[src/rtl/des_pkg.sv]
// Shared DES key-schedule definitions: widths, shift schedule, PC-2 selection
// table and the per-half rotate helper used by the schedule generator.
package des_pkg;

    localparam int SUBKEY_W = 48;
    localparam int HALF_W   = 28;
    localparam int CD_W     = 2 * HALF_W;
    localparam int ROUNDS   = 16;

    typedef enum logic {
        IDLE = 1'b0,
        RUN  = 1'b1
    } state_t;

    // Entry r-1 holds the shift for round r: 0 means rotate by 1, 1 means by 2.
    localparam logic [0:ROUNDS-1] SHIFT_TWO = 16'b0011_1111_0111_1110;

    // PC-2: subkey bit i+1 is taken from C||D bit PC2_TABLE[i] (both 1-based).
    localparam int PC2_TABLE [0:SUBKEY_W-1] = '{
        14, 17, 11, 24,  1,  5,  3, 28, 15,  6, 21, 10,
        23, 19, 12,  4, 26,  8, 16,  7, 27, 20, 13,  2,
        41, 52, 31, 37, 47, 55, 30, 40, 51, 45, 33, 48,
        44, 49, 39, 56, 34, 53, 46, 42, 50, 36, 29, 32
    };

    // Rotate one 28-bit half by one or two places; bit 1 is the MSB.
    function automatic logic [1:HALF_W] rot_half(
        input logic [1:HALF_W] half,
        input logic            left,
        input logic            two
    );
        logic [1:HALF_W] result;
        case ({left, two})
            2'b10:   result = {half[2:HALF_W], half[1]};
            2'b11:   result = {half[3:HALF_W], half[1:2]};
            2'b00:   result = {half[HALF_W], half[1:HALF_W-1]};
            default: result = {half[HALF_W-1:HALF_W], half[1:HALF_W-2]};
        endcase
        return result;
    endfunction

endpackage

[src/rtl/des_pc1.sv]
// DES Permuted Choice 1: selects the 56 key bits (parity bits dropped) into C0||D0.
module des_pc1 (
    input  logic [1:64] key,
    output logic [1:56] cd
);

    localparam int PC1_TABLE [0:55] = '{
        57, 49, 41, 33, 25, 17,  9,  1, 58, 50, 42, 34, 26, 18,
        10,  2, 59, 51, 43, 35, 27, 19, 11,  3, 60, 52, 44, 36,
        63, 55, 47, 39, 31, 23, 15,  7, 62, 54, 46, 38, 30, 22,
        14,  6, 61, 53, 45, 37, 29, 21, 13,  5, 28, 20, 12,  4
    };

    for (genvar g = 0; g < 56; g++) begin : g_sel
        assign cd[g+1] = key[PC1_TABLE[g]];
    end

    // The byte parity bits play no part in the permutation.
    logic unused_parity_bits;
    assign unused_parity_bits = ^{key[8], key[16], key[24], key[32],
                                  key[40], key[48], key[56], key[64]};

endmodule

[src/rtl/des_pc2.sv]
// DES Permuted Choice 2: compresses the 56-bit C||D register into a 48-bit subkey.
module des_pc2
    import des_pkg::*;
(
    input  logic [1:CD_W]     cd,
    output logic [1:SUBKEY_W] subkey
);

    for (genvar g = 0; g < SUBKEY_W; g++) begin : g_sel
        assign subkey[g+1] = cd[PC2_TABLE[g]];
    end

    // C||D bits 9, 18, 22, 25, 35, 38, 43 and 54 are never selected by PC-2.
    logic unused_cd_bits;
    assign unused_cd_bits = ^{cd[9], cd[18], cd[22], cd[25],
                              cd[35], cd[38], cd[43], cd[54]};

endmodule

[src/rtl/des_key_schedule.sv]
// Sequential DES key schedule: takes a key over valid/ready and streams the 16
// PC-2 subkeys in encrypt or decrypt order under consumer backpressure.
module des_key_schedule
    import des_pkg::*;
#(
    parameter int CHECK_PARITY = 0
) (
    input  logic              clk,
    input  logic              rst_n,
    input  logic              key_valid,
    output logic              key_ready,
    input  logic [1:64]       key,
    input  logic              decrypt,
    input  logic              abort,
    output logic              sk_valid,
    input  logic              sk_ready,
    output logic [1:SUBKEY_W] subkey,
    output logic [3:0]        sk_round,
    output logic              sk_last,
    output logic              key_parity_err
);

    state_t            state;
    state_t            state_next;
    logic [1:CD_W]     pc1_cd;
    logic [1:HALF_W]   c_reg;
    logic [1:HALF_W]   d_reg;
    logic [3:0]        count;
    logic              dir;
    logic              accept;
    logic              advance;
    logic              last;
    logic              shift_two;
    logic [0:7]        byte_even;
    logic              parity_calc;

    des_pc1 u_pc1 (
        .key (key),
        .cd  (pc1_cd)
    );

    // Subkey is driven from the C/D registers only, never from the inputs.
    des_pc2 u_pc2 (
        .cd     ({c_reg, d_reg}),
        .subkey (subkey)
    );

    assign last    = (count == 4'd15);
    assign accept  = key_valid && key_ready;
    assign advance = (state == RUN) && sk_ready && !abort;

    // Encrypt K(r)->K(r+1) uses S[r+1]; decrypt K(r)->K(r-1) uses S[r].
    assign shift_two = dir ? SHIFT_TWO[4'd15 - count] : SHIFT_TWO[count + 4'd1];

    for (genvar g = 0; g < 8; g++) begin : g_parity
        assign byte_even[g] = ~^key[8*g+1 +: 8];
    end
    assign parity_calc = |byte_even;

    // NOTE: sequential state uses non-blocking (<=) so every flop samples
    // pre-edge values; blocking here would create order-dependent races.
    always_ff @(posedge clk or negedge rst_n) begin
        if (!rst_n) begin
            state <= IDLE;
        end else begin
            state <= state_next;
        end
    end

    // NOTE: each always_comb assigns a default first so no path leaves a
    // variable unassigned, which would otherwise infer a latch.
    always_comb begin
        state_next = state;
        case (state)
            IDLE: begin
                if (accept) begin
                    state_next = RUN;
                end
            end
            RUN: begin
                if (abort) begin
                    state_next = IDLE;
                end else if (sk_ready && last) begin
                    state_next = IDLE;
                end
            end
            default: state_next = IDLE;
        endcase
    end

    always_comb begin
        key_ready = 1'b0;
        sk_valid  = 1'b0;
        sk_round  = 4'd0;
        sk_last   = 1'b0;
        case (state)
            IDLE: begin
                key_ready = 1'b1;
            end
            RUN: begin
                sk_valid = 1'b1;
                sk_round = dir ? (4'd15 - count) : count;
                sk_last  = last;
            end
            default: ;
        endcase
    end

    // Decrypt loads C0D0 unrotated: the rotations total 28, so C16D16 == C0D0.
    always_ff @(posedge clk or negedge rst_n) begin
        if (!rst_n) begin
            c_reg <= '0;
            d_reg <= '0;
            count <= 4'd0;
            dir   <= 1'b0;
        end else if (accept) begin
            dir   <= decrypt;
            count <= 4'd0;
            if (decrypt) begin
                c_reg <= pc1_cd[1:HALF_W];
                d_reg <= pc1_cd[HALF_W+1:CD_W];
            end else begin
                c_reg <= rot_half(pc1_cd[1:HALF_W], 1'b1, 1'b0);
                d_reg <= rot_half(pc1_cd[HALF_W+1:CD_W], 1'b1, 1'b0);
            end
        end else if (advance && !last) begin
            count <= count + 4'd1;
            c_reg <= rot_half(c_reg, !dir, shift_two);
            d_reg <= rot_half(d_reg, !dir, shift_two);
        end
    end

    always_ff @(posedge clk or negedge rst_n) begin
        if (!rst_n) begin
            key_parity_err <= 1'b0;
        end else if (accept) begin
            key_parity_err <= (CHECK_PARITY != 0) && parity_calc;
        end
    end

endmodule
[config.mk]
export PLATFORM = sky130hd
export DESIGN_NAME = des_key_schedule
export DESIGN_NICKNAME = d
export VERILOG_FILES = /design/src/rtl/des_pkg.sv /design/src/rtl/des_pc1.sv /design/src/rtl/des_pc2.sv /design/src/rtl/des_key_schedule.sv
export SDC_FILE = /design/constraint.sdc
export NUM_CORES = 1
export LEC_CHECK = 0
export BUFFER_PORTS_ARGS = -buffer_cell sky130_fd_sc_hd__buf_2
export CORE_MARGIN = 8
export CORE_UTILIZATION = 55
export DETAILED_ROUTE_END_ITERATION = 10
export PLACE_DENSITY = 0.89
export SLEW_MARGIN = 20
export SYNTH_ARGS = -nofsm -noshare
export SYNTH_HDL_FRONTEND = slang
export SYNTH_HIERARCHICAL = 1
export SYNTH_SLANG_ARGS = --single-unit
[constraint.sdc]
create_clock -name clk -period 2.1 [get_ports clk]
set_input_delay 0.315 -clock clk [delete_from_list [all_inputs] [get_ports clk]]
set_output_delay 0.315 -clock clk [all_outputs]
set_load 0.005 [all_outputs]
# == Yosys cells after proc, flatten, opt, wreduce, memory -nomap -nowiden ==
# Memory sizes are Yosys's and may differ from the RTL's.
# Index checks and enable logic that the tools add are counted.
# word_totals
memories,2
reg_bits,62
output_inout_bits,56
rom_bits,32
# mem_list
name,depth,width,read_ports,rd_ports_with_merged_regs,write_ports,line,source
(name not given),16,1,1,0,0,des_key_schedule.sv:53,assign shift_two = dir ? SHIFT_TWO[4'd15 - count] : SHIFT_TWO[count + 4'd1];
(name not given),16,1,1,0,0,des_key_schedule.sv:53,
# classes
muxes,24
reduce_logical,10
order_cmp,2
n_bitwise,3
n_eq_ne,3
addsub,2
# op_table
op,n
28-bit 2-to-1 mux,6
28-bit one-hot mux with 3 select lines,2
4-bit 2-to-1 mux,4
1-bit 2-to-1 mux,11
"5-bit >= comparator, second input constant",2
4-bit inverter with 5-bit output,2
1-bit logical AND,5
"4-bit by 1-bit adder with 4-bit output, second input constant",1
"2-bit equality test, second input constant",2
"4-bit equality test, second input constant",1
"4-bit subtractor, first input constant",1
1-bit logical NOT,3
2-bit logical NOT,1
1-bit one-hot mux with 2 select lines,1
2-bit nonzero test,1
1-bit inverter,1

# == Logic depth before layout (Yosys ltp) ==
# Gate-level depths: netlist of run 1.
# depth
word_depth,10
ltp_mapped,9
mapped_depth_nobuf,6

# == Cells and area by module ==
# Netlist of run 1, hierarchy kept.
# by_module_without_submodules
module,area_per_inst_um2,n_inst,cells_each,seq_area_each_um2
des_key_schedule,7353.3,1,844,1551.5
des_pc1,420.4,1,56,0.0
des_pc2,360.3,1,48,0.0

# == Worst setup path after synthesis of run 1 ==
# OpenSTA, ideal clock, no wires.
# synth_path
path_type,reg2reg
start,register count[1]
end,register c_reg[21] in the netlist's numbering
slack_ns,0.186
setup_time_ns,0.086
t_arrival_ns,1.828
required_ns,2.014
n_path_buf,3
stages_incl_launch_ff,10
cell_sequence,dfrtp_1 buf_2 inv_1 ha_1 nor4_4 a221o_1 buf_6 buf_6 nand3_2 a32oi_2
# synth_between
elab_chain_len,10
word_cells_on_any_way,21
cone_classes,add/sub (2); eq/ne (3); mux (8); bitwise (2); reduce/logical (4); memory (2)
# synth_rtl
item,line,source
start: declaration,des_key_schedule.sv:28,logic [3:0] count;
start signal: assignment,des_key_schedule.sv:127,count <= count + 4'd1;
4-bit by 1-bit adder with 4-bit output / 4-bit subtractor (equally long branches),des_key_schedule.sv:53,
4-bit inverter with 5-bit output (not written as such),des_key_schedule.sv:53,
memory 16 x 1 bit,n/a,
1-bit 2-to-1 mux (not written as such) (2 in a row),des_key_schedule.sv:53,
1-bit 2-to-1 mux,des_key_schedule.sv:53,
2-bit equality test / 2-bit logical NOT (equally long branches),des_pkg.sv:33,"case ({left, two})"
28-bit one-hot mux with 3 select lines,des_pkg.sv:33,
28-bit 2-to-1 mux,des_key_schedule.sv:126,end else if (advance && !last) begin
28-bit 2-to-1 mux,des_key_schedule.sv:116,end else if (accept) begin
end signal: assignment,des_key_schedule.sv:120,c_reg <= pc1_cd[1:HALF_W];
end signal: assignment,des_key_schedule.sv:123,"c_reg <= rot_half(pc1_cd[1:HALF_W], 1'b1, 1'b0);"
end signal: assignment,des_key_schedule.sv:128,"c_reg <= rot_half(c_reg, !dir, shift_two);"
end: declaration,des_key_schedule.sv:26,logic [1:HALF_W] c_reg;
# Several ways; a longest one is shown, not always the timed one. The select of a mux whose other input is x is not followed.
# A chain may end at the register's enable or synchronous reset.

# == Final worst setup path of run 1 ==
# layout_path
start,register count[0]
end,register c_reg[7] in the netlist's numbering
# Same word-level chain as after synthesis.

==> results of run 1 <==
-- cells in the mapped netlist (33+ instances only) --
cell	number
nand3_1	33
o211a_1	51
nand4b_1	51
a311oi_1	56
nand3b_1	52
nor2_1	69
mux2i_1	58
a31oi_1	56
dfrtp_1	62
clkbuf_1	66
o221ai_1	56
a32oi_1	37
buf_2	54
buf_4	122
-- final cells by class --
| cell class | instances | area (sq um) |
|---|---|---|
| Fill cell | 1284 | 6320 |
| Timing Repair Buffer | 161 | 1110 |
| Tap cell | 184 | 230 |
| Clock buffer | 15 | 258 |
| Clock inverter | 1 | 5.00 |
| Multi-Input combinational cell | 606 | 4960 |
| Inverter | 9 | 33.8 |
| Sequential cell | 62 | 1560 |
-- routing by layer --
layer | vias to the layer above | track usage [%] | part of all wire (%)
met5 | - | 0 | 0
met4 | 0 | 9.66 | 2.3
met3 | 64 | 6.31 | 12
met2 | 579 | 38.5 | 47
met1 | 3826 | 30.3 | 38
li1 | 3433 | - | -
-- timing repair --
action / 4_1_cts / 5_1_grt
setup endpoints to repair: 0 / 35
hold buffers: 1 / 0
setup buffers: 0 / 0
hold endpoints to repair: 14 / 0
gates resized for setup: 0 / 4
-- worst min path at each step --
stage	from	endpoint	slack [ns]
5_1_grt	abort	state	0.16
4_1_cts	abort	state	0.16
6_report	abort	state	0.17
3_5_place_dp	rst_n	c_reg[23]	0.27
3_3_place_gp	rst_n	c_reg[23]	0.26
2_1_floorplan	rst_n	c_reg[10]	0.02
-- kinds of logic (layout without fill, tap and decap cells) --
kind of cell,count (synthesis),in the layout
AO/OA/AOI/OAI,292,292
XOR/XNOR,7,7
multiplexers,58,58
flip-flops,62,62
buffers and inverters,280,186
AND/OR/NAND/NOR,246,246
adder cells (fa/ha/maj),2,2
other,1,1
-- worst max-delay path: stages, from the launching register on --
cell and delay [ns]:
dfrtp_1 0.37, inv_1 0.08, ha_1 0.37, nor2b_2 0.09, a221o_2 0.39, buf_4 0.22, a32oi_2 0.25, a22oi_1 0.10
-- cells in the final DEF, fill, tap and decap left out, types with 2 or more instances in the layout --
cell type / n
a311oi_1: 56
xor2_1: 2
nand3b_1: 52
dfrtp_1: 59
nor2b_1: 6
o221ai_1: 56
a32oi_1: 35
xnor2_1: 5
o211a_1: 51
a32oi_2: 21
a221oi_1: 5
nand3_1: 33
nand4b_1: 51
buf_4: 30
clkbuf_1: 5
inv_1: 9
nand3_2: 20
nor2_1: 69
and2_1: 2
buf_12: 15
a31oi_1: 56
dfrtp_2: 3
mux2i_1: 57
a22oi_1: 5
nand4_1: 2
clkbuf_16: 9
buf_2: 115
-- power breakdown --
group,internal [W],switching [W]
combinational,0.00240,0.00248
sequential,0.00170,0.00126
clock,0.000832,0.000567
-- through the flow --
stage | hold slack (ns) | instances | power (W) | utilization (%) | setup slack (ns)
finish | 0.169 | 1038 | 0.00925 | 56.3 | 0.0879
floorplan | 0.0194 | 948 | 0.00708 | - | 0.186
detailed placement | 0.270 | 1021 | 0.00772 | 54.3 | 0.117
CTS | 0.161 | 1038 | 0.00914 | 56.2 | 0.0203
global placement | 0.262 | 1021 | 0.00754 | 54.3 | 0.150
global route | 0.164 | 1038 | 0.00980 | 56.3 | 0.0118
==> run_results.csv, run 1 <==
group,metric,value,unit
cells_and_area,diodes,0,
route,dr.pass1.iters,6,
logic_synthesis,synth_edf_count,0,
global_routing,grt_max_degree,62,
logic_synthesis,ys_seq_area_share,19.1,%
floorplan,die_w,138,microns
route,wl_per_cell,22.8,microns
clock_network,clock-sinks,62,
placed_design,gp_congestion,0.873,
logic_synthesis,synthSimpleGateAreaFrac,19.8,%
worst_setup_path,r2r_cells,7,
worst_setup_path,critPathKind,"flip-flop to flip-flop",
cells_and_area,layout-drive-gt1-share,26.6,%
clock_network,cts.clk_slew.worst_paths,0.05,ns
worst_setup_path,crit_path_start,"count[0]",
route,drc,0,
timing,tns,0,ns
logic_synthesis,synthXorXnorAreaFrac,0.754,%
logic_synthesis,synth_area_per_cell,8.58,sq um
route,vias,7902,
power_and_ir_drop,power.density,1130,nW/um^2
cells_and_area,syn2layout_area_growth,0.292,%
route,detail-route-antenna-nets,0,
power_and_ir_drop,max-vdd-ir-drop,0.580,mV
logic_synthesis,synth-compound-area-share,32.2,%
worst_setup_path,critPathRequiredTime,2.32,ns
worst_setup_path,setup.worst_path.end,"c_reg[7]",
logic_synthesis,synth_cell_types,45,
timing,finalCritPeriodShare,95.8,%
cells_and_area,fin_nets,921,
floorplan,num_rows,44,
worst_setup_path,critPathCaptureType,"flip-flop",
worst_setup_path,r2r-end,"c_reg[7]",
floorplan,core_area,14500,sq um
clock_network,cts_tree,"yes",
timing,rsz0062_at_grt,"false",
timing,finalHoldViolations,0,
route,drt-vias-per-instance,7.61,
worst_setup_path,r2r_start,"count[0]",
worst_setup_path,reg2reg_slack,0.09,ns
timing,fin_skew,0.00355,ns
logic_synthesis,yosysTopAreaCellShare,19.1,%
floorplan,pin_count,126,
placed_design,dp_hpwl,15.4,mm
worst_hold_path,min_path_type,"input port to flip-flop",
clock_network,cts_buffer_depth,2,
logic_synthesis,ys_async_sr_fraction,100,%
global_routing,grt_pass1_vias,7213,
floorplan,start_util,56.2,%
logic_synthesis,yosysWarnings,6,
worst_hold_path,holdPathStages,2,
route,wirelength,23.7,mm
logic_synthesis,netlist_instances,948,
global_routing,grt_usage,24.1,%
logic_synthesis,synth_area,8130,sq um
clock_network,numCtsBuffers,9,
run_status,status,"finished clean",
logic_synthesis,synth_top_family_by_area,"compound AO/OA/AOI/OAI gates",
logic_synthesis,synth_nets,1020,
logic_synthesis,ys_seq_elements,62,
worst_setup_path,crit_fanout,14,
timing,slew_viol_final,0,
clock_network,clk_latency,0.34,ns
worst_setup_path,crit_arrival,2.23,ns
route,drtIter0Drc,875,
timing,finalSetupViolCount,0,
timing,max_freq,497,MHz
power_and_ir_drop,power.leakage,3.40,nW
floorplan,fp.dieH,138,microns
timing,period_needed,2.01,ns
cells_and_area,fin_area,8160,sq um
placed_design,place_area,7870,sq um
logic_synthesis,synth.top_cells.by_area,"dfrtp_1, buf_4, mux2i_1, o211a_1, a311oi_1",
logic_synthesis,synthFlopType,"dfrtp_1",
logic_synthesis,synthAdderAreaFrac,0.308,%
logic_synthesis,synth_mux_area_share,7.14,%
run,maxCapViolations,0,
global_routing,grt_pass1_wl,37.4,mm
global_routing,globalRouteOverflowTotal,0,
placed_design,port_buffers,116,
floorplan,die-area,18900,sq um
global_routing,grt_antenna_before_repair,0,
clock_network,cts-root-buf,"clkbuf_16",
logic_synthesis,yosys.area.top_type,"dfrtp_1",
clock_network,h-tree-depth,3,
worst_setup_path,start_kind,"flip-flop",
(Power assumes the default switching activity.)
==> run 2: changes to the inputs <==
CORE_ASPECT_RATIO = 2   (was default)
SLEW_MARGIN = 5   (was 20)
clock period = 2.5 ns   (was 2.1 ns; I/O delays follow)
==> run_results.csv, run 2 (synthesized netlist as in run 1, its figures left out) <==
group,metric,value,unit
placed_design,port_buffers,116,
clock_network,postCtsSetupBuffers,0,
route,wirelength,23.6,mm
route,drc,0,
cells_and_area,layout-drive-gt1-share,25.9,%
global_routing,grt_pass1_vias,7405,
timing,max_freq,420,MHz
worst_setup_path,crit_fanout,18,
timing,finalSetupViolCount,0,
route,drtIter0Drc,1062,
timing,timing.hold.ws,-0.0118,ns
route,vias,7896,
global_routing,grt_pass1_wl,37.5,mm
worst_setup_path,crit_chain,"inv_1, ha_1, nor2b_1, a32oi_4, buf_4, nand3b_1, a32oi_2",
clock_network,h-tree-depth,3,
floorplan,die_w,102,microns
clock_network,ctsHoldBuffers,0,
worst_setup_path,crit_arrival,2.63,ns
placed_design,dp_hpwl,15.0,mm
worst_setup_path,cp_num_buf_inv,2,
clock_network,cts_resized,0,
power_and_ir_drop,max-vdd-ir-drop,0.495,mV
worst_setup_path,start_kind,"flip-flop",
route,detail-route-antenna-nets,0,
worst_setup_path,reg2reg_slack,0.12,ns
placed_design,dp_slack,0.189,ns
worst_setup_path,cpMaxStageDelayCell,"dfrtp_1",
worst_setup_path,critPathMaxStageDelay,0.51,ns
worst_setup_path,critPathKind,"flip-flop to flip-flop",
global_routing,globalRouteOverflowTotal,0,
timing,worst_pin_slew,0.638,ns
worst_setup_path,cpLargestDelayFamily,"compound AO/OA/AOI/OAI gates",
timing,setup_ws,0.122,ns
floorplan,start_util,55.5,%
run_status,status,"finished with violations",
floorplan,die-area,19200,sq um
worst_hold_path,min_path_type,"input port to asynchronous set/reset pin",
timing,rsz0062_at_grt,"false",
cells_and_area,fillerInstances,1298,
timing,fin_skew,0.00656,ns
floorplan,fp.dieH,188,microns
run,maxCapViolations,0,
timing,period_needed,2.38,ns
power_and_ir_drop,power.density,962,nW/um^2
cells_and_area,final_common_cell,"buf_2",
clock_network,clock-sinks,62,
timing,tns,0,ns
global_routing,grt_max_degree,115,
cells_and_area,fin_nets,910,
cells_and_area,diodes,0,
global_routing,grt_antenna_before_repair,0,
clock_network,cts_buffer_depth,2,
timing,finalHoldViolations,16,
cells_and_area,layout_common_cells,"buf_2, nor2_1, dfrtp_1",
clock_network,cts.clk_slew.worst_paths,0.06,ns
clock_network,cts_tree,"yes",
global_routing,grt_usage,23.7,%
cells_and_area,syn2layout_area_growth,-1.40,%
floorplan,pin_count,126,
timing,slew_headroom,57.4,%
worst_setup_path,critPathRequiredTime,2.75,ns
placed_design,dp_cells,1022,
clock_network,numCtsBuffers,9,
route,dr.pass1.iters,6,
floorplan,core_area,14700,sq um
route,drt-vias-per-instance,7.61,
route,wl_per_cell,22.8,microns
timing,finalCritPeriodShare,95.1,%
worst_setup_path,critPathCaptureType,"flip-flop",
clock_network,cts-root-buf,"clkbuf_16",
power_and_ir_drop,power.leakage,3.32,nW
cells_and_area,layout.cells.non_filler,1038,
clock_network,clk_latency,0.34,ns
placed_design,gp_congestion,0.871,
run_status,violations,"hold timing",
timing,slew_viol_final,0,
floorplan,num_rows,63,
## run 2: changes by cell type in the layout (fill, tap and decap cells not counted), moves of 2 or more
| cell | change |
|---|---|
| buf_12 | -6 |
| buf_4 | -4 |
| clkbuf_1 | -4 |
| clkbuf_8 | +2 |
## run 2: worst register-to-register path: stages, from the launching register on
cell      delay, ns
dfrtp_1        0.51
inv_1          0.08
ha_1           0.36
nor2b_1        0.11
a32oi_4        0.50
buf_4          0.35
nand3b_1       0.16
a32oi_2        0.22
## run 2: report_power, final
part	switching, W	leakage (nW)	internal [W]
registers	0.00107	0.776	0.00143
logic	0.00203	2.40	0.00194
clock network	0.000493	0.142	0.000750
## run 2: path summary, 6_finish.rpt
check | end | depth (start not counted) | start
max | d_reg[19] | 7 | count[1]
min | c_reg[14] | 1 | rst_n
max reg2reg | d_reg[19] | 7 | count[1]
min reg2reg | d_reg[6] | 2 | d_reg[7]
max in group asynchronous | d_reg[15] | 2 | rst_n
min in group clk | state | 2 | abort
## run 2: layout make-up
class                           count  area (sq um)  share of cell area [%]
Inverter                            9          33.8                   0.421
Sequential cell                    62          1560                    19.4
Multi-Input combinational cell    606          4950                    61.7
Clock inverter                      3          17.5                   0.218
Clock buffer                       13           270                    3.37
Timing Repair Buffer              150           951                    11.9
Tap cell                          195           244                    3.04
## run 2: metal layers
| metal | track usage (%) | part of all wire (%) |
|---|---|---|
| met5 | 0 | 0 |
| met4 | 12.0 | 3.4 |
| met3 | 3.90 | 9.7 |
| met2 | 37.0 | 49 |
| met1 | 30.2 | 38 |
## run 2: through the flow
| stage | hold slack, ns | utilization, % | total power (W) | instance area [sq um] |
|---|---|---|---|---|
| 2_1_floorplan | 0.0794 | - | 0.00595 | 8130 |
| 3_3_place_gp | 0.345 | 52.7 | 0.00622 | 7730 |
| 3_5_place_dp | 0.359 | 52.7 | 0.00639 | 7730 |
| 4_1_cts | 0.00206 | 54.7 | 0.00763 | 8020 |
| 5_1_grt | 0.0105 | 54.7 | 0.00814 | 8020 |
| 6_report | -0.0118 | 54.7 | 0.00772 | 8020 |
==> run 3: changes to the inputs <==
PLACE_DENSITY = 0.78   (was 0.89)
==> run_results.csv, run 3 (synthesized netlist as in run 1, its figures left out) <==
group,metric,value,unit
worst_setup_path,start_kind,"flip-flop",
floorplan,num_rows,63,
floorplan,die-area,19200,sq um
route,wirelength,23.1,mm
worst_setup_path,crit_path_start,"count[1]",
placed_design,place_area,7720,sq um
timing,finalSetupViolCount,0,
cells_and_area,layout-drive-gt1-share,25.8,%
worst_setup_path,cp_num_buf_inv,1,
floorplan,die_w,102,microns
route,drc,0,
global_routing,grt_pass1_wl,37.1,mm
global_routing,grt_max_degree,67,
power_and_ir_drop,p_clk_share,16.1,%
worst_setup_path,crit_chain,"ha_2, mux2i_1, o31a_2, buf_4, o221ai_1, a32oi_2",
timing,rsz0062_at_grt,"false",
clock_network,cts_tree,"yes",
cells_and_area,layout_common_cells,"buf_2, nor2_1, dfrtp_1",
worst_setup_path,critPathKind,"flip-flop to flip-flop",
power_and_ir_drop,power.share.sequential,32.5,%
placed_design,gp_congestion,0.822,
global_routing,globalRouteOverflowTotal,0,
power_and_ir_drop,power.internal,0.00413,W
timing,max_freq,432,MHz
global_routing,grt_pass1_vias,7304,
timing,period_needed,2.31,ns
worst_hold_path,hp-start,"abort",
route,vias,7653,
power_and_ir_drop,switching_power,0.00357,W
power_and_ir_drop,power.leakage,3.32,nW
worst_setup_path,critPathCaptureType,"flip-flop",
timing,slew_viol_final,0,
timing,slew_headroom,65.5,%
power_and_ir_drop,switching_share,46.3,%
worst_hold_path,min_path_type,"input port to flip-flop",
floorplan,fp.dieH,188,microns
timing,tns,0,ns
clock_network,cts.clk_slew.worst_paths,0.05,ns
floorplan,pin_count,126,
power_and_ir_drop,power.density,961,nW/um^2
timing,worst_pin_slew,0.517,ns
clock_network,h-tree-depth,3,
cells_and_area,layout.cells.non_filler,1037,
timing,finalHoldViolations,0,
cells_and_area,fillerInstances,1412,
route,dr.pass1.iters,5,
worst_setup_path,cpLargestDelayFamily,"compound AO/OA/AOI/OAI gates",
clock_network,cts-root-buf,"clkbuf_16",
placed_design,dp_hpwl,14.6,mm
clock_network,numCtsBuffers,9,
power_and_ir_drop,max-vdd-ir-drop,0.545,mV
worst_setup_path,crit_arrival,2.51,ns
timing,finalCritPeriodShare,92.5,%
cells_and_area,fin_nets,909,
route,detail-route-antenna-nets,0,
clock_network,clk_latency,0.34,ns
worst_setup_path,crit_fanout,32,
global_routing,grt_antenna_before_repair,0,
run_status,status,"finished clean",
clock_network,clock-sinks,62,
worst_setup_path,cpMaxStageDelayCell,"dfrtp_1",
route,drt-vias-per-instance,7.38,
clock_network,cts_buffer_depth,2,
cells_and_area,final_common_cell,"buf_2",
timing,fin_skew,0.00892,ns
placed_design,dp_cells,1020,
placed_design,port_buffers,116,
cells_and_area,diodes,0,
cells_and_area,syn2layout_area_growth,-1.48,%
route,wl_per_cell,22.3,microns
worst_setup_path,r2r_start,"count[1]",
power_and_ir_drop,comb_power_share,51.4,%
cells_and_area,fin_area,8010,sq um
run,maxCapViolations,0,
floorplan,start_util,55.5,%
worst_setup_path,critPathMaxStageDelay,0.50,ns
worst_setup_path,critPathRequiredTime,2.70,ns
global_routing,grt_usage,23.4,%
route,drtIter0Drc,856,
floorplan,core_area,14700,sq um
==> run 3: changes by cell type in the layout (fill, tap and decap cells not counted) <==
cell	change
clkinvlp_4	-1
buf_4	-2
dlygate4sd3_1	+1
clkbuf_1	-1
clkinv_2	+2
==> run 3: repair_timing <==
item	4_1_cts	5_1_grt
hold buffers	1	0
endpoints found under the hold margin	14	0
buffers inserted	0	0
gates resized for setup	0	0
==> run 3: cell type report <==
cell class	instances	area [sq um]	area share (%)
Clock buffer	12	267	3.33
Timing Repair Buffer	149	946	11.8
Sequential cell	62	1560	19.4
Multi-Input combinational cell	606	4950	61.7
Tap cell	195	244	3.04
Inverter	9	33.8	0.422
Clock inverter	4	20.0	0.250
==> run 3: metrics by stage <==
stage / power [W] / util [%] / hold slack [ns] / worst slack [ns]
3_3_place_gp: 0.00628 / 52.6 / 0.311 / 0.327
3_5_place_dp: 0.00640 / 52.6 / 0.321 / 0.249
6_report: 0.00770 / 54.7 / 0.244 / 0.187
5_1_grt: 0.00817 / 54.7 / 0.275 / 0.126
4_1_cts: 0.00764 / 54.7 / 0.241 / 0.231
2_1_floorplan: 0.00595 / - / 0.0794 / 0.586
==> run 3: final timing paths <==
check / slack (ns) / end / depth (start not counted)
max: 0.19 / c_reg[1] / 6
min in group asynchronous: 0.50 / c_reg[17] / 2
min reg2reg: 0.68 / c_reg[8] / 2
max reg2reg: 0.19 / c_reg[1] / 6
min: 0.24 / state / 2
max in group asynchronous: 1.21 / count[3] / 3
==> run 3: per-layer routing <==
metal / GRT usage [%] / part of all wire (%)
met5: 0 / 0
met4: 11.4 / 2.8
met3: 4.20 / 8.4
met2: 36.6 / 49
met1: 29.7 / 40
==> run 3: power groups by stage <==
stage | clock [W] | sequential (W) | combinational, W
after global placement | 0 | 0.00243 | 0.00385
after detailed placement | 0 | 0.00246 | 0.00394
final | 0.00124 | 0.00250 | 0.00396
after floorplan | 0 | 0.00164 | 0.00431
after global routing | 0.00128 | 0.00260 | 0.00429
after CTS | 0.00123 | 0.00245 | 0.00395
